[src/rtl/axis_row_collector.sv]
// ---------------------------------------------------------------------------
// axis_row_collector
//
// Collects pairs of 64-bit AXI-Stream result beats from the accelerator into
// 128-bit PPU output rows (16 x INT8). Completed rows go into a
// first-word-fall-through FIFO that the host-side writer drains. The block
// counts rows against a programmed total, pulses o_done once every row has
// been pushed and drained, and keeps sticky flags for dropped beats and
// (optionally) tlast framing errors.
//
// Optional feature macro: ROW_COLLECTOR_TLAST_CHECK_EN
//   defined   -> s_axis_tlast is checked against row boundaries and
//                o_err_framing reports misplaced or missing tlast
//   undefined -> s_axis_tlast is ignored and o_err_framing is tied to 0
//
// Parameters
//   FIFO_DEPTH_LOG2 : row FIFO holds 2^FIFO_DEPTH_LOG2 rows of 128 bits
//   CNT_W           : width of the row counters
//
// Ports
//   clk, rst_n          : clock, asynchronous active-low reset
//   s_axis_tdata/tvalid : incoming result beats
//   s_axis_tready       : high when a beat can be accepted
//   s_axis_tlast        : end-of-frame marker (checked only with the macro)
//   i_start             : level input, rising edge arms a frame
//   i_row_count         : number of rows in the frame, sampled on start
//   o_row_data          : FIFO head {high beat, low beat}, 0 when empty
//   o_row_valid         : FIFO non-empty
//   i_row_ready         : consumer pops the head while o_row_valid is high
//   o_busy              : frame in progress (any state except IDLE)
//   o_done              : one-cycle completion pulse
//   o_rows_received     : rows pushed in the current frame
//   o_overrun           : sticky, a beat arrived while tready was low
//   o_err_framing       : sticky tlast framing error
// ---------------------------------------------------------------------------
module axis_row_collector #(
    parameter int FIFO_DEPTH_LOG2 = 4,
    parameter int CNT_W           = 16
) (
    input  logic             clk,
    input  logic             rst_n,
    input  logic [63:0]      s_axis_tdata,
    input  logic             s_axis_tvalid,
    output logic             s_axis_tready,
    input  logic             s_axis_tlast,
    input  logic             i_start,
    input  logic [CNT_W-1:0] i_row_count,
    output logic [127:0]     o_row_data,
    output logic             o_row_valid,
    input  logic             i_row_ready,
    output logic             o_busy,
    output logic             o_done,
    output logic [CNT_W-1:0] o_rows_received,
    output logic             o_overrun,
    output logic             o_err_framing
);

    localparam int DEPTH = 1 << FIFO_DEPTH_LOG2;

    typedef enum logic [2:0] {
        S_IDLE,
        S_LOW,
        S_HIGH,
        S_DRAIN,
        S_DONE
    } state_t;

    state_t                   r_state;
    logic                     r_start_d;
    logic [CNT_W-1:0]         r_target;
    logic [CNT_W-1:0]         r_count;
    logic [63:0]              r_low;
    logic                     r_done;
    logic                     r_overrun;

    logic [127:0]             r_mem [DEPTH];
    logic [FIFO_DEPTH_LOG2-1:0] r_wr_ptr;
    logic [FIFO_DEPTH_LOG2-1:0] r_rd_ptr;
    logic [FIFO_DEPTH_LOG2:0] r_occ;
    logic                     r_full;

    logic                     w_start_edge;
    logic                     w_tready;
    logic                     w_push;
    logic                     w_pop;
    logic                     w_empty;
    logic                     w_last_row;
    logic [CNT_W-1:0]         w_count_next;
    logic [FIFO_DEPTH_LOG2:0] w_occ_next;

`ifdef ROW_COLLECTOR_TLAST_CHECK_EN
    logic                     r_err_framing;
`else
    logic                     w_unused_tlast;
    assign w_unused_tlast = s_axis_tlast;
`endif

    assign w_start_edge = i_start & ~r_start_d;
    assign w_empty      = (r_occ == '0);
    assign w_pop        = i_row_ready & ~w_empty;
    assign w_push       = (r_state == S_HIGH) & s_axis_tvalid & w_tready;
    assign w_count_next = r_count + CNT_W'(1);
    assign w_last_row   = (w_count_next == r_target);

    // Ready depends only on the state and the registered full flag, so a pop
    // in the same cycle does not re-open the HIGH slot until the next cycle.
    always_comb begin
        w_tready = 1'b0;
        case (r_state)
            S_LOW:   w_tready = 1'b1;
            S_HIGH:  w_tready = ~r_full;
            default: w_tready = 1'b0;
        endcase
    end

    // Next FIFO occupancy; a simultaneous push and pop leaves it unchanged.
    always_comb begin
        w_occ_next = r_occ;
        if (w_push && !w_pop) begin
            w_occ_next = r_occ + 1'b1;
        end else if (!w_push && w_pop) begin
            w_occ_next = r_occ - 1'b1;
        end
    end

    // Row storage. The data array needs no reset because the head is masked
    // to zero whenever the FIFO is empty.
    always_ff @(posedge clk) begin
        if (w_push) begin
            r_mem[r_wr_ptr] <= {s_axis_tdata, r_low};
        end
    end

    // FIFO pointers, occupancy and full flag. Occupancy can only reach DEPTH
    // (a power of two) when full, so its top bit is the full flag.
    always_ff @(posedge clk or negedge rst_n) begin
        if (!rst_n) begin
            r_wr_ptr <= '0;
            r_rd_ptr <= '0;
            r_occ    <= '0;
            r_full   <= 1'b0;
        end else begin
            if (w_push) begin
                r_wr_ptr <= r_wr_ptr + 1'b1;
            end
            if (w_pop) begin
                r_rd_ptr <= r_rd_ptr + 1'b1;
            end
            r_occ  <= w_occ_next;
            r_full <= w_occ_next[FIFO_DEPTH_LOG2];
        end
    end

    // Frame control FSM. The done pulse is raised on the way out of DRAIN so
    // it lines up with the last pop; a zero-row frame has no DRAIN, so DONE
    // raises the pulse itself. DONE toggles r_done, which covers both paths
    // with a single one-cycle pulse. The overrun set comes after the case so
    // it wins over the clear done by a start edge.
    always_ff @(posedge clk or negedge rst_n) begin
        if (!rst_n) begin
            r_state       <= S_IDLE;
            r_start_d     <= 1'b0;
            r_target      <= '0;
            r_count       <= '0;
            r_low         <= '0;
            r_done        <= 1'b0;
            r_overrun     <= 1'b0;
`ifdef ROW_COLLECTOR_TLAST_CHECK_EN
            r_err_framing <= 1'b0;
`endif
        end else begin
            r_start_d <= i_start;
            r_done    <= 1'b0;
            case (r_state)
                S_IDLE: begin
                    if (w_start_edge) begin
                        r_target      <= i_row_count;
                        r_count       <= '0;
                        r_overrun     <= 1'b0;
`ifdef ROW_COLLECTOR_TLAST_CHECK_EN
                        r_err_framing <= 1'b0;
`endif
                        r_state       <= (i_row_count == '0) ? S_DONE : S_LOW;
                    end
                end
                S_LOW: begin
                    if (s_axis_tvalid) begin
                        r_low   <= s_axis_tdata;
                        r_state <= S_HIGH;
`ifdef ROW_COLLECTOR_TLAST_CHECK_EN
                        if (s_axis_tlast) begin
                            r_err_framing <= 1'b1;
                        end
`endif
                    end
                end
                S_HIGH: begin
                    if (w_push) begin
                        r_count <= w_count_next;
                        r_state <= w_last_row ? S_DRAIN : S_LOW;
`ifdef ROW_COLLECTOR_TLAST_CHECK_EN
                        if (s_axis_tlast != w_last_row) begin
                            r_err_framing <= 1'b1;
                        end
`endif
                    end
                end
                S_DRAIN: begin
                    if (w_empty) begin
                        r_done  <= 1'b1;
                        r_state <= S_DONE;
                    end
                end
                S_DONE: begin
                    r_done  <= ~r_done;
                    r_state <= S_IDLE;
                end
                default: begin
                    r_state <= S_IDLE;
                end
            endcase
            if (s_axis_tvalid && !w_tready) begin
                r_overrun <= 1'b1;
            end
        end
    end

    assign s_axis_tready   = w_tready;
    assign o_row_valid     = ~w_empty;
    assign o_row_data      = w_empty ? '0 : r_mem[r_rd_ptr];
    assign o_busy          = (r_state != S_IDLE);
    assign o_done          = r_done;
    assign o_rows_received = r_count;
    assign o_overrun       = r_overrun;
`ifdef ROW_COLLECTOR_TLAST_CHECK_EN
    assign o_err_framing   = r_err_framing;
`else
    assign o_err_framing   = 1'b0;
`endif

endmodule

[config.mk]
export PLATFORM = sky130hd
export DESIGN_NAME = axis_row_collector
export DESIGN_NICKNAME = d
export VERILOG_FILES = /design/src/rtl/axis_row_collector.sv
export SDC_FILE = /design/constraint.sdc
export NUM_CORES = 2
export LEC_CHECK = 0
export BUFFER_PORTS_ARGS = -buffer_cell sky130_fd_sc_hd__buf_2
export CORE_MARGIN = 2
export CORE_UTILIZATION = 35
export CTS_CLUSTER_DIAMETER = 150
export CTS_CLUSTER_SIZE = 28
export DETAILED_ROUTE_END_ITERATION = 7
export GPL_TIMING_DRIVEN = 0
export PLACE_DENSITY_LB_ADDON = 0.25
export SYNTH_ARGS = -nofsm -noshare
export SYNTH_HDL_FRONTEND = slang
export SYNTH_SLANG_ARGS = --single-unit
[constraint.sdc]
create_clock -name clk -period 6.95 [get_ports clk]
set_input_delay 1.39 -clock clk [delete_from_list [all_inputs] [get_ports clk]]
set_output_delay 1.39 -clock clk [all_outputs]
set_load 0.02 [all_outputs]
Yosys cells after proc, flatten, opt, wreduce, memory -nomap -nowiden
Memory sizes are Yosys's and may differ from the RTL's.
Index checks and enable logic that the tools add are counted.
- memories kept: 1
- register bits: 115
- memory bits (writable): 2048
- input bits: 86
- memory list (memory ; words ; bits a word ; rd ports ; clocked after Yosys merged registers in ; wr ports ; line ; text):
    r_mem ; 16 ; 128 ; 1 ; 0 ; 1 ; 76 ; logic [127:0] r_mem [DEPTH];
- add/sub/neg operators: 5
- equality and inequality tests: 9
- muxes and demuxes: 21
- bitwise logic cells: 8
- reductions and logical operators: 19
- operator list (operator ; count):
    128-bit 2-to-1 mux ; 1
    16-bit 2-to-1 mux ; 2
    16-bit case mux with 2 select lines ; 1
    16-bit by 1-bit adder with 16-bit output, second input constant ; 1
    16-bit equality test ; 1
    16-bit logical NOT ; 1
    3-bit 2-to-1 mux ; 5
    3-bit case mux with 4 select lines ; 1
    5-bit 2-to-1 mux ; 2
    4-bit by 1-bit adder with 4-bit output, second input constant ; 2
    2-bit != test, second input constant ; 4
    2-bit nonzero test ; 4
    3-bit by 2-bit equality test with 1-bit output, second input constant ; 2
    1-bit 2-to-1 mux ; 6
    2-bit AND reduction ; 3
    5-bit by 1-bit adder with 5-bit output, second input constant ; 1
    5-bit logical NOT ; 1
    5-bit by 1-bit subtractor with 5-bit output, second input constant ; 1
    1-bit AND ; 4
    1-bit inverter ; 4
    1-bit case mux with 2 select lines ; 2
    4-bit AND reduction ; 1
    3-bit by 1-bit equality test with 1-bit output, second input constant ; 1
    3-bit equality test, second input constant ; 1
    other kinds (6) ; 10

Depth between registers and ports, before layout
- depth in word-level cells: 7
- gate-level depth with buffers: 14

Worst setup path after synthesis
OpenSTA, ideal clock, no wires.
- kind: input -> register
- start: input port s_axis_tvalid
- end: memory r_mem[4][0] (enable)
- required time: 6447 ps
- data arrival time: 4891 ps
- slack: 1556 ps
- buffers on the path: 1
- stages on the path: 6
- cells stage by stage: nand3_1 inv_1 buf_2 nand2_1 nor2_1 and2_1
- cells in the longest elaborated chain, start to end: 4
- RTL lines (what ; line ; text):
    from (decl) ; 43 ; input logic s_axis_tvalid,
    1-bit AND (2 in a row) ; 101 ; assign w_push = (r_state == S_HIGH) & s_axis_tvalid & w_tready;
    1-bit 2-to-1 mux ; 129 ; if (w_push) begin
    1-bit 2-to-1 mux (implied by the code) ; 130 ; r_mem[r_wr_ptr] <= {s_axis_tdata, r_low};
    to (decl) ; 76 ;
Every way passes these cells.

Worst setup path in the final report
- start: register r_rd_ptr[1]
- end: output port o_row_data[1]
- cells in the longest elaborated chain, start to end: 2
- RTL lines (what ; line ; text):
    from (decl) ; 78 ; logic [FIFO_DEPTH_LOG2-1:0] r_rd_ptr;
    from (signal assigned) ; 147 ; r_rd_ptr <= r_rd_ptr + 1'b1;
    memory 16 x 128 bit ; n/a ;
    128-bit 2-to-1 mux ; 230 ; assign o_row_data = w_empty ? '0 : r_mem[r_rd_ptr];
    to (decl) ; 48 ; output logic [127:0] o_row_data,
Every way passes these cells.

==> flow_summary.ini <==
[status]
status = finished clean

[clocking]
cts_tree = yes
cts_resized = 0
clkSlewWorstSetupHoldPaths_ns = 0.11
ctsHoldBuffers = 0
post_cts_buffers = 0
root_buffer = clkbuf_16
cts_sinks = 2163
cts_max_level = 3
clock_path_buffers = 3
clock_latency_ns = 0.74
cts_buffers = 87

[detailed_routing]
postRouteAntennaNets = 0
drt_first_pass_iters = 5
vias_per_cell = 5.34
drc = 0
drt-total-wl_mm = 218
wl_per_cell_um = 31.0
drt-initial-drc-count = 4152
dr_total_vias = 37619

[grt]
antenna_found_initial = 43
track_usage_pct = 17.9
overflow = 0
grt_pass1_vias = 38825
grt_max_degree = 80
grt_pass1_wl_mm = 305

[yosys]
synthesis.area_um2 = 82900
ys_ff_latch = 2163
syn_nets = 3532
ys_top_cells_by_count = 2048 x edfxtp_1, 640 x mux4_2, 141 x and2_1
syn_area_per_cell_um2 = 24.2
yosys-top-cells-area = edfxtp_1 74%, mux4_2 17%, dfrtp_1 3.5%, and2_1 1.1%, mux2_2 0.99%
synth_top_cell_by_area = edfxtp_1
async_flop_share_pct = 5.32
synth_top_cell_area_share_pct = 74.2
yosys_warnings = 0
yosys_most_used_dff = edfxtp_1
synth-edff-count = 2048
yosysMostFrequentCell = edfxtp_1
synth_cells = 3434
yosysSeqAreaShare_pct = 77.6
synth_cell_types = 48

[die]
core.rowCount = 178
die_h_um = 491
start_util_pct = 35.2
die_area_um2 = 241000
die_w_um = 491
core_um2 = 235000
io_pins = 236

[setup_path]
worst-path-buf-inv = 4
slowest_delay_ns = 0.98
worstSetupEndpointType = primary output
r2r-start = r_state[1]
startpoint = r_rd_ptr[1]
critPathTopFamily = buffers and inverters
cp_max_fo = 10
path_class = flop to primary output
worst_path_max_delay_cell = clkbuf_1
crit_chain = buf_2 -> clkbuf_1 -> clkbuf_1 -> mux4_2 -> mux4_2 -> and2_1 -> buf_2
cp.required_ns = 5.56
arrival_ns = 4.83
cp-start-kind = flop

[cells_and_area]
stdcell_count = 7041
area_growth_pct = 11.0
layout-drive-gt1-share_pct = 30.7
nets = 3911
fin_area_um2 = 92100

[pwr]
power_frac_seq_pct = 47.4
p_sw_w = 0.0120
p_leak_nw = 28.3
p_sw_share_pct = 33.7
clkPwrFrac_pct = 17.8
intPower_w = 0.0235
pwr_density_cell_nw_per_um2 = 385
peakVddDrop_mv = 0.186
combPwrFrac_pct = 34.9

[sta]
clock.fmax_mhz = 161
min_period_ns = 6.22
fin_crit_sh_pct = 89.5
rsz0062_at_grt = no
worst_slack_ns = 0.730
fin_skew_ns = 0.0322
hold_viol_final = 0
setup_viol = 0
max-slew-margin-rel_pct = 12.4
slew_violations = 0
worst_pin_slew_ns = 1.31

[run]
max-cap-violations = 0

[place]
gp_congestion = 0.734
dp.cells = 6874
placed_cell_area_um2 = 89600
io_buffers = 233
hpwl_mm = 132
pre_cts_ws_ns = 1.43

[min_path]
hold_path.class = flop to flop
holdCritStartpoint = o_overrun
## power groups by stage
stage | clock, W | sequential [W] | combinational [W]
after detailed placement | 0 | 0.0171 | 0.0127
after floorplan | 0 | 0.0165 | 0.00806
after global routing | 0.00687 | 0.0169 | 0.0131
after global placement | 0 | 0.0170 | 0.0127
after CTS | 0.00647 | 0.0168 | 0.0128
final | 0.00630 | 0.0168 | 0.0124
## layout by cell type (no fill, tap or decap), types with 9 or more instances in the layout
master and n:
buf_6 13, clkbuf_1 155, o21ai_0 21, mux4_2 640, and2_4 12, clkbuf_16 87
nand3_1 14, diode_2 10, edfxtp_1 2048, inv_1 9, buf_4 38, and2_1 129
buf_1 12, nand2_1 38, buf_2 257, mux2_2 73, ha_1 11, buf_12 11
buf_16 46, nor2_1 19, xnor2_1 25, xor2_1 11, dfrtp_1 115
## registers in the layout (all words and copies together) (netlist names), 3 cells and up
signal / count
r_low: 64
r_wr_ptr: 4
r_occ: 5
r_rd_ptr: 4
o_rows_received: 16
r_mem: 2048
r_state: 3
r_target: 16
## cells by family after synthesis
kind of cell / after synthesis / share of synthesized area (%)
flip-flops: 2163 / 77.6
buffers and inverters: 190 / 1.18
XOR/XNOR: 36 / 0.380
AND/OR/NAND/NOR: 256 / 1.75
multiplexers: 721 / 18.5
adder cells (fa/ha/maj): 12 / 0.190
AO/OA/AOI/OAI: 55 / 0.397
other: 1 / 0.00452
## metal layers
layer,GRT usage (%),up-vias,share of wire (%),routed length (um)
li1,-,15263,-,-
met1,25.0,21044,43,94100
met2,29.9,1054,50,108000
met3,2.48,224,5.3,11500
met4,3.80,34,1.9,4150
met5,0,-,0.10,226
## worst register-to-register path, cell delays in order, from the launching register on
cell      delay (ns)
dfrtp_1         0.35
clkbuf_1        0.31
nor3b_1         0.30
nand3_1         0.20
clkbuf_1        0.28
nor3_1          0.46
and2_4          0.53
buf_12          0.28
buf_12          0.29
buf_16          0.32
## final timing paths
kind                                 endpoint  slack [ns]  cells after the start
max                             o_row_data[1]        0.73                      7
min                                 o_overrun        0.51                      2
max reg2reg                      r_mem[3][25]        3.22                      9
min reg2reg                         o_overrun        0.51                      2
max in group asynchronous  o_rows_received[7]        5.48                      2
min in group asynchronous           r_low[25]        0.57                      1
## final cells by class
class	instances	area, um^2
clock buffers	155	2430
multi-input cells	1081	17600
flip-flops and latches	2163	64400
inverters	9	33.8
diodes	10	25.0
clock inverters	2	38.8
well taps	3150	3940
fillers	20874	143000
plain buffers	181	952
repair buffers	290	2660
## per-stage QoR
step	setup TNS, ns	power (W)	hold WS, ns	utilization, %
final	0	0.0355	0.508	39.1
after global routing	0	0.0369	0.545	39.1
after CTS	0	0.0360	0.513	39.1
after detailed placement	0	0.0298	0.478	38.1
after global placement	-6807.49	0.0297	0.467	37.4
after floorplan	0	0.0246	0.469	-
No activity file was read; power rests on OpenSTA's default activity.
